===== config.mk =====
export PLATFORM = sky130hd
export DESIGN_NAME = hbs_result_queue
export DESIGN_NICKNAME = d
export VERILOG_FILES = /design/src/rtl/hbs_pkg.sv /design/src/rtl/hbs_sync_fifo.sv /design/src/rtl/hbs_result_queue.sv
export SDC_FILE = /design/constraint.sdc
export NUM_CORES = 1
export LEC_CHECK = 0
export ABC_AREA = 1
export BUFFER_PORTS_ARGS = -buffer_cell sky130_fd_sc_hd__buf_2
export CORE_MARGIN = 2
export CORE_UTILIZATION = 31
export DETAILED_ROUTE_END_ITERATION = 6
export HOLD_SLACK_MARGIN = 0.02
export MAX_ROUTING_LAYER = met4
export PLACE_DENSITY_LB_ADDON = 0.15
export SYNTH_ARGS = -nofsm -noshare
export SYNTH_HDL_FRONTEND = slang
export SYNTH_HIERARCHICAL = 1
export SYNTH_SLANG_ARGS = --single-unit

===== constraint.sdc =====
create_clock -name clk -period 5.57 [get_ports clk]
set_clock_uncertainty 0.1 [all_clocks]
set_input_delay 1.114 -clock clk [delete_from_list [all_inputs] [get_ports clk]]
set_output_delay 1.114 -clock clk [all_outputs]
set_load 0.005 [all_outputs]

===== src/rtl/hbs_pkg.sv =====
// Shared definitions for the high-bit-search pipeline: stage count, index width and
// the result record passed from the search datapath to its consumers.
package hbs_pkg;

    localparam int HBS_DEF_INPUT_W = 8;

    function automatic int hbs_levels(input int w);
        return (w > 2) ? $clog2(w) : 1;
    endfunction

    function automatic int hbs_index_width(input int w);
        return (w > 1) ? $clog2(w) : 1;
    endfunction

    typedef struct packed {
        logic                                        found;
        logic [hbs_index_width(HBS_DEF_INPUT_W)-1:0] index;
    } hbs_result_t;

endpackage


===== src/rtl/hbs_sync_fifo.sv =====
// Small synchronous FIFO with registered head (no fall-through) and an occupancy port.
// Pointers wrap modulo DEPTH, so DEPTH need not be a power of two.
module hbs_sync_fifo
    import hbs_pkg::*;
#(
    parameter int  DEPTH = 4,
    parameter type T     = hbs_result_t,
    localparam int LVL_W = $clog2(DEPTH + 1)
) (
    input  logic             clk,
    input  logic             rst,
    input  logic             push,
    input  logic             pop,
    input  T                 din,
    output T                 dout,
    output logic [LVL_W-1:0] level,
    output logic             drop
);

    localparam int PTR_W = (DEPTH > 1) ? $clog2(DEPTH) : 1;

    T                 mem [DEPTH];
    logic [PTR_W-1:0] wr_ptr;
    logic [PTR_W-1:0] rd_ptr;
    logic             full;
    logic             empty;
    logic             wr_en;
    logic             rd_en;

    function automatic logic [PTR_W-1:0] next_ptr(input logic [PTR_W-1:0] p);
        return (p == PTR_W'(DEPTH - 1)) ? '0 : p + 1'b1;
    endfunction

    assign full  = (level == LVL_W'(DEPTH));
    assign empty = (level == '0);
    assign rd_en = pop & ~empty;
    // A pop in the same cycle frees the slot, so a push into a full queue is only lost without one.
    assign wr_en = push & (~full | rd_en);
    assign drop  = push & full & ~rd_en;
    assign dout  = mem[rd_ptr];

    always_ff @(posedge clk) begin
        if (wr_en) begin
            mem[wr_ptr] <= din;
        end
    end

    always_ff @(posedge clk or posedge rst) begin
        if (rst) begin
            wr_ptr <= '0;
            rd_ptr <= '0;
            level  <= '0;
        end else begin
            if (wr_en) begin
                wr_ptr <= next_ptr(wr_ptr);
            end
            if (rd_en) begin
                rd_ptr <= next_ptr(rd_ptr);
            end
            case ({wr_en, rd_en})
                2'b10:   level <= level + 1'b1;
                2'b01:   level <= level - 1'b1;
                default: level <= level;
            endcase
        end
    end

endmodule


===== src/rtl/hbs_result_queue.sv =====
// Result capture for the high-bit-search pipeline: tags real samples through the search
// latency, queues their aligned results and gates upstream issue with credits.
module hbs_result_queue
    import hbs_pkg::*;
#(
    parameter int  INPUT_WIDTH = 8,
    parameter int  LATENCY     = hbs_levels(INPUT_WIDTH),
    parameter int  DEPTH       = 4,
    parameter bit  DROP_EMPTY  = 1'b0,
    localparam int INDEX_WIDTH = hbs_index_width(INPUT_WIDTH),
    localparam int LVL_W       = $clog2(DEPTH + 1)
) (
    input  logic                   clk,
    input  logic                   rst,
    input  logic                   issue_valid,
    output logic                   issue_ready,
    input  logic                   res_found,
    input  logic [INDEX_WIDTH-1:0] res_index,
    output logic                   m_valid,
    input  logic                   m_ready,
    output logic                   m_found,
    output logic [INDEX_WIDTH-1:0] m_index,
    output logic [LVL_W-1:0]       level,
    output logic                   overflow
);

    typedef struct packed {
        logic                   found;
        logic [INDEX_WIDTH-1:0] index;
    } result_t;

    logic [LATENCY-1:0] tag;
    logic [LVL_W-1:0]   inflight;
    logic [LVL_W:0]     credits_used;
    logic               accept;
    logic               res_strobe;
    logic               push;
    logic               pop;
    logic               fifo_drop;
    result_t            res_in;
    result_t            head;

    // Credits come from registered state only; a pop returns its credit one cycle later.
    assign credits_used = {1'b0, level} + {1'b0, inflight};
    assign issue_ready  = (credits_used < (LVL_W + 1)'(DEPTH));
    assign accept       = issue_valid & issue_ready;

    // Issue stage -> result stage: the tag mirrors which search-pipeline slots hold real samples.
    assign res_strobe   = tag[LATENCY-1];
    assign push         = res_strobe & (res_found | ~DROP_EMPTY);
    assign pop          = m_valid & m_ready;
    assign res_in.found = res_found;
    assign res_in.index = res_index;

    always_ff @(posedge clk or posedge rst) begin
        if (rst) begin
            tag      <= '0;
            inflight <= '0;
            overflow <= 1'b0;
        end else begin
            tag <= (tag << 1) | LATENCY'(accept);
            if (accept & ~res_strobe) begin
                inflight <= inflight + 1'b1;
            end else if (~accept & res_strobe) begin
                inflight <= inflight - 1'b1;
            end
            overflow <= overflow | (issue_valid & ~issue_ready) | fifo_drop;
        end
    end

    // Result stage -> output stream.
    hbs_sync_fifo #(
        .DEPTH (DEPTH),
        .T     (result_t)
    ) u_fifo (
        .clk   (clk),
        .rst   (rst),
        .push  (push),
        .pop   (pop),
        .din   (res_in),
        .dout  (head),
        .level (level),
        .drop  (fifo_drop)
    );

    assign m_valid = (level != '0);
    assign m_found = head.found;
    assign m_index = head.index;

endmodule


==> results of run 1 <==
layout make-up:
type / instances / area, um2
clock inverter: 2 / 8.76
inverter: 27 / 101
tap: 52 / 65.1
multi-input combinational: 84 / 515
clock buffer: 6 / 72.6
sequential: 30 / 831
fill: 449 / 2770
timing repair buffer: 17 / 85.1
per-stage QoR:
| step | std cells | total power, mW |
|---|---|---|
| 6_report | 218 | 0.902 |
| 5_1_grt | 218 | 0.997 |
| 4_1_cts | 218 | 0.917 |
| 3_5_place_dp | 210 | 0.751 |
| 3_3_place_gp | 210 | 0.739 |
| 2_1_floorplan | 142 | 0.634 |
power groups by stage:
| stage | clock [mW] | combinational [mW] | sequential (mW) |
|---|---|---|---|
| finish | 0.162 | 0.383 | 0.357 |
| global route | 0.175 | 0.454 | 0.368 |
| CTS | 0.167 | 0.390 | 0.359 |
| detailed placement | 0 | 0.388 | 0.364 |
| global placement | 0 | 0.377 | 0.362 |
| floorplan | 0 | 0.293 | 0.341 |
metal layers:
| metal | up-vias | track usage, % | routed length, um |
|---|---|---|---|
| met5 | - | - | 0 |
| li1 | 507 | - | - |
| met3 | 8 | 3.47 | 122 |
| met4 | 0 | 8.02 | 83 |
| met2 | 18 | 17.4 | 1200 |
| met1 | 462 | 13.1 | 1110 |
path summary, 6_finish.rpt:
path,depth (start not counted),to,from
min in group asynchronous,2,tag[1],rst
max,4,m_index[0],u_fifo/rd_ptr[0]
min reg2reg,0,tag[2],tag[1]
min,0,tag[2],tag[1]
max in group asynchronous,2,u_fifo/level[0],rst
max reg2reg,11,inflight[2],u_fifo/level[2]
registers in the layout (all words and copies together), names as in the netlist:
register and cells:
u_fifo/rd_ptr 2, u_fifo/mem 16, inflight 3, tag 3, u_fifo/wr_ptr 2, u_fifo/level 3, overflow 1
worst max-delay path: cells and delay by family (launching register included):
| family | cells | cell delay, ns |
|---|---|---|
| DFF | 1 | 0.52 |
| AOI/OAI and AO/OA | 2 | 0.31 |
| buffers and inverters | 2 | 0.34 |
logic make-up (layout without fill, tap and decap cells):
family	after synthesis	in the layout	synth area share [%]
AOI/OAI and AO/OA	20	20	7.67
xor gates and xnor gates	2	2	1.21
adders and majority gates	10	10	9.65
buffers and inverters	28	52	7.32
DFF	30	30	57.2
and+or+nand+nor	52	52	17.0
Yosys cell counts (all sizes together):
cell	number	area share, %
inv	27	7.0
nand2	21	6.3
nor2	20	5.7
edfxtp	16	33
dfrtp	14	24
o21ai	11	3.8
nand3	9	4.1
ha	8	6.9
a21oi	4	1.6
o22ai	4	1.7
fa	2	2.8
nand4	2	0.86
a21boi	1	0.52
buf	1	0.34
xnor2	1	0.60
xor2	1	0.60
==> flow_metrics.env, run 1 <==
export IMPL_status="finished, final reports clean"
export IMPL_start_util_pct=32.7
export IMPL_drt_pass1_iterations=4
export IMPL_wire_per_inst_um=11.5
export IMPL_die_h_um=72.5
export IMPL_cts_buffer_depth=2
export IMPL_synth_cells=142
export IMPL_switching_power_mw=0.365
export IMPL_layout_common_cells="26 x inv_1, 19 x nor2_1, 17 x buf_2, 16 x nand2_1, 16 x edfxtp_1"
export IMPL_ant_nets=0
export IMPL_path_clk_slew_ns=0.06
export IMPL_worstPathMaxFanout=11
export IMPL_seq_power_share_pct=39.6
export IMPL_first_iter_violations=70
export IMPL_power_leakage_nw=0.765
export IMPL_layout_commonest_cell="inv_1"
export IMPL_drive_above_1_share_pct=20.5
export IMPL_clk_latency_ns=0.28
export IMPL_die_area_um2=5250
export IMPL_crit_arrival_ns=1.45
export IMPL_crit_path_end_kind="output pin"
export IMPL_ir_drop_uv=214
export IMPL_p_per_area_nw_per_um2=537
export IMPL_die_x_um=72.5
export IMPL_fin_nets=183
export IMPL_fmax_mhz=375
export IMPL_period_share_pct=47.9
export IMPL_avgSynthCellArea_um2=10.2
export IMPL_clkPwrFrac_pct=17.9
export IMPL_cts_made_buffers=5
export IMPL_switching_share_pct=40.5
export IMPL_grt_pass1_wl_um=4350
export IMPL_cts_resized=0
export IMPL_syn_nets=160
export IMPL_grt_max_degree=12
export IMPL_max_slew_worst_pin_slew_ns=0.467
export IMPL_gp_congestion=0.827
export IMPL_report_final_slew_viol_count=0
export IMPL_ioPinCount=18
export IMPL_critPathMaxStageDelay_ns=0.52
export IMPL_yosysSeqAreaShare_pct=57.2
export IMPL_hold_viol=0
export IMPL_detailed_place_area_um2=1600
export IMPL_grt_pass1_vias=1031
export IMPL_dp_hpwl_um=2000
export IMPL_crit_path_top_delay_cell="dfrtp_1"
export IMPL_post_route_util_pct=37.8
export IMPL_grt_ovfl_total=0
export IMPL_routed_wl_um=2520
export IMPL_synthToLayoutAreaGrowth_pct=15.6
export IMPL_port_buffers=17
export IMPL_timing_final_crit_period_ns=2.67
export IMPL_core_um2=4440
export IMPL_synth_warnings=6
export IMPL_final_area_um2=1680
export IMPL_path_class="flip-flop to output pin"
export IMPL_worstPathRequired_ns=4.36
export IMPL_maxCapViolations=0
export IMPL_ys_types=22
export IMPL_r2r_setup_slack_ns=3.23
export IMPL_layout_setup_ws_ns=2.90
export IMPL_pre_cts_ws_ns=2.79
export IMPL_htree_num_levels=2
export IMPL_relSlewSlack_pct=68.6
export IMPL_drc=0
export IMPL_internal_power_mw=0.537
export IMPL_setup_viol=0
export IMPL_ys_ff_latch=30
export IMPL_antenna_found_initial=0
export IMPL_vias_per_cell=4.56
export IMPL_dr_total_vias=995
export IMPL_rows=24
export IMPL_synth_area_um2=1450
export IMPL_startpoint_type="flip-flop"
export IMPL_hp_class="flip-flop to flip-flop"
export IMPL_cts_hold_buf=0
export IMPL_grt_usage_pct=11.5
export IMPL_clock_root_buffer="clkbuf_8"
export IMPL_antenna_cells=0
export IMPL_setup_tns_ns=0
export IMPL_postCtsSetupBuffers=0
export IMPL_rsz0062_at_grt="no"
export IMPL_cts_tree="yes"
export IMPL_path_cells="inv_1 -> o21ai_0 -> o22ai_1 -> buf_2"
export IMPL_whs_ns=0.247
export IMPL_cts_sinks=30
export IMPL_p_comb_share_pct=42.5
(Power assumes the default switching activity.)
==> run 2, diff against run 1 <==
- ABC_AREA: 1 -> 0
- clock period: 5.57 -> 2.6 ns (I/O delays scaled with it)
==> run 2 against run 1 <==
  * Sequential share of layout area fell by 2.0 points
  * Non-clock buffer count rose by 4
  * Count of clock-buffer cells in the layout fell by 1
  * Synthesized area rose by 3.1%
  * Setup slack got worse by 2.8 ns
  * Sequential power rose by 40%
  * Utilization fell by 0.45 points
  * Highest routed layer unchanged
==> flow_metrics.env, run 2 <==
export IMPL_ys_types=40
export IMPL_synth_top_cell_area_share_pct=32.1
export IMPL_grt_max_degree=13
export IMPL_die_x_um=73.5
export IMPL_ant_nets=0
export IMPL_crit_path_start="u_fifo/level[1]"
export IMPL_worstPathMaxFanout=3
export IMPL_cts_resized=0
export IMPL_cts_buffer_depth=2
export IMPL_drt_pass1_iterations=4
export IMPL_setup_tns_ns=0
export IMPL_ioPinCount=18
export IMPL_grt_pass1_wl_um=4230
export IMPL_yosysMostFrequentCell="edfxtp_1"
export IMPL_reg2reg_from="u_fifo/level[1]"
export IMPL_hp_class="input port to asynchronous set/reset pin"
export IMPL_core_um2=4690
export IMPL_die_h_um=73.5
export IMPL_gp_congestion=0.731
export IMPL_start_util_pct=31.9
export IMPL_clock_root_buffer="clkbuf_8"
export IMPL_crit_path_top_delay_cell="dfrtp_1"
export IMPL_path_cells="ha_1 -> and3_4 -> nor4_4 -> and2_4 -> ha_4 -> inv_1 -> fa_2 -> xor2_1 -> nor2_1 -> xor2_1"
export IMPL_layout_common_cells="17 x buf_2, 16 x edfxtp_1, 14 x dfrtp_1, 11 x inv_1, 7 x ha_1"
export IMPL_synth_area_um2=1500
export IMPL_maxCapViolations=0
export IMPL_netlist_top_cells_count="16 x edfxtp_1, 14 x dfrtp_1, 11 x inv_1, 8 x ha_1, 6 x nor2_1"
export IMPL_grt_ovfl_total=0
export IMPL_synth_ff_type="edfxtp_1"
export IMPL_p_per_area_nw_per_um2=497
export IMPL_rsz0062_at_grt="no"
export IMPL_fmax_mhz=407
export IMPL_crit_top_cell="xor2_1"
export IMPL_power_leakage_nw=0.731
export IMPL_antenna_cells=0
export IMPL_hold_viol=0
export IMPL_die_area_um2=5400
export IMPL_cts_tree="yes"
export IMPL_cts_sinks=30
export IMPL_largest_reg_flops=16
export IMPL_path_class="flip-flop to flip-flop"
export IMPL_yosysSeqAreaShare_pct=55.5
export IMPL_crit_arrival_ns=2.56
export IMPL_startpoint_type="flip-flop"
export IMPL_dp_hpwl_um=1950
export IMPL_grt_usage_pct=11.0
export IMPL_ir_drop_uv=253
export IMPL_report_final_slew_viol_count=0
export IMPL_vias_per_cell=4.69
export IMPL_relSlewSlack_pct=76.0
export IMPL_yosys_top_cells_area="edfxtp_1 32%, dfrtp_1 23%, ha_1 6.7%"
export IMPL_synth_edff_count=16
export IMPL_synth_cells=105
export IMPL_ys_ff_latch=30
export IMPL_grt_pass1_vias=904
export IMPL_period_share_pct=94.5
export IMPL_status="finished, final reports clean"
export IMPL_final_area_um2=1750
export IMPL_drc=0
export IMPL_detailed_place_area_um2=1650
export IMPL_yosysTopAreaCell="edfxtp_1"
export IMPL_clk_latency_ns=0.28
export IMPL_dr_total_vias=863
export IMPL_routed_wl_um=2510
export IMPL_first_iter_violations=55
export IMPL_htree_num_levels=2
export IMPL_largest_register="u_fifo/mem"
export IMPL_fin_nets=147
export IMPL_syn_nets=123
export IMPL_critPathMaxStageDelay_ns=0.41
export IMPL_max_slew_worst_pin_slew_ns=0.360
export IMPL_setup_viol=0
export IMPL_setup_worst_path_end="inflight[2]"
export IMPL_path_clk_slew_ns=0.07
export IMPL_antenna_found_initial=0
export IMPL_layout_commonest_cell="buf_2"
export IMPL_port_buffers=17
export IMPL_cts_made_buffers=5
export IMPL_rows=25
export IMPL_synthToLayoutAreaGrowth_pct=17.0
export IMPL_postCtsSetupBuffers=0
export IMPL_r2r_setup_slack_ns=0.14
export IMPL_worstPathRequired_ns=2.70
export IMPL_crit_path_end_kind="flip-flop"
export IMPL_timing_final_crit_period_ns=2.46
export IMPL_synth_warnings=6
export IMPL_r2r_end="inflight[2]"
export IMPL_async_flop_share_pct=46.7
export IMPL_rr_worst_depth=10
export IMPL_drive_above_1_share_pct=35.4
export IMPL_avgSynthCellArea_um2=14.3
export IMPL_wire_per_inst_um=13.6
export IMPL_cts_hold_buf=0
## run 2: cells by family (layout without fill, tap and decap cells)
family / Yosys count / count (layout) / share of synthesized area [%]
AO/OA/AOI/OAI: 13 / 13 / 6.85
multiplexers: 8 / 8 / 9.02
flip-flops: 30 / 30 / 55.5
AND/OR/NAND/NOR: 24 / 24 / 11.0
XOR/XNOR: 5 / 5 / 3.43
buffers and inverters: 15 / 40 / 4.84
adder cells (fa/ha/maj): 10 / 10 / 9.36
## run 2: routing by layer
layer / global-route usage (%) / routed length, um
met1: 13.0 / 1180
met2: 16.8 / 1180
met3: 4.53 / 129
met4: 4.24 / 17
met5: - / 0
## run 2: area by class of cell
cell class	instances	area [um2]
multi-input combinational	60	612
timing repair buffer	21	115
clock inverter	3	16.3
inverter	11	41.3
tap	54	67.6
sequential	30	831
clock buffer	5	68.8
fill	457	2940
## run 2: worst max-delay path, delay by kind of cell, from the launching register on
family	cells	cell delay [ns]
xor+xnor	2	0.28
fa+ha+maj	3	0.76
buf+inv	1	0.05
flops	1	0.41
simple gates	4	0.78
## run 2: worst min-delay path by stage
| stage | start | to | slack (ns) |
|---|---|---|---|
| 5_1_grt | rst | overflow | 0.07 |
| 4_1_cts | rst | overflow | 0.07 |
| 3_3_place_gp | tag[0] | tag[1] | 0.24 |
| 6_report | rst | overflow | 0.07 |
| 2_1_floorplan | rst | inflight[0] | 0.22 |
| 3_5_place_dp | tag[1] | tag[2] | 0.24 |
## run 2: stage by stage
stage          std cells  setup WS, ns  hold slack, ns  util (%)  power [mW]
2_1_floorplan        105         0.118           0.223         -       0.515
3_3_place_gp         176         0.138           0.236      35.1       0.523
3_5_place_dp         176        0.0839           0.238      35.1       0.524
4_1_cts              184        0.0611          0.0660      37.0       0.885
5_1_grt              184      0.000848          0.0744      37.3       0.911
6_report             184         0.144          0.0681      37.3       0.871
## run 2: power by group
| group | internal, mW | switching, mW |
|---|---|---|
| Combinational | 0.00410 | 0.00827 |
| Sequential | 0.501 | 0.0000000000000000179 |
| Clock | 0.183 | 0.174 |
| Total | 0.688 | 0.183 |
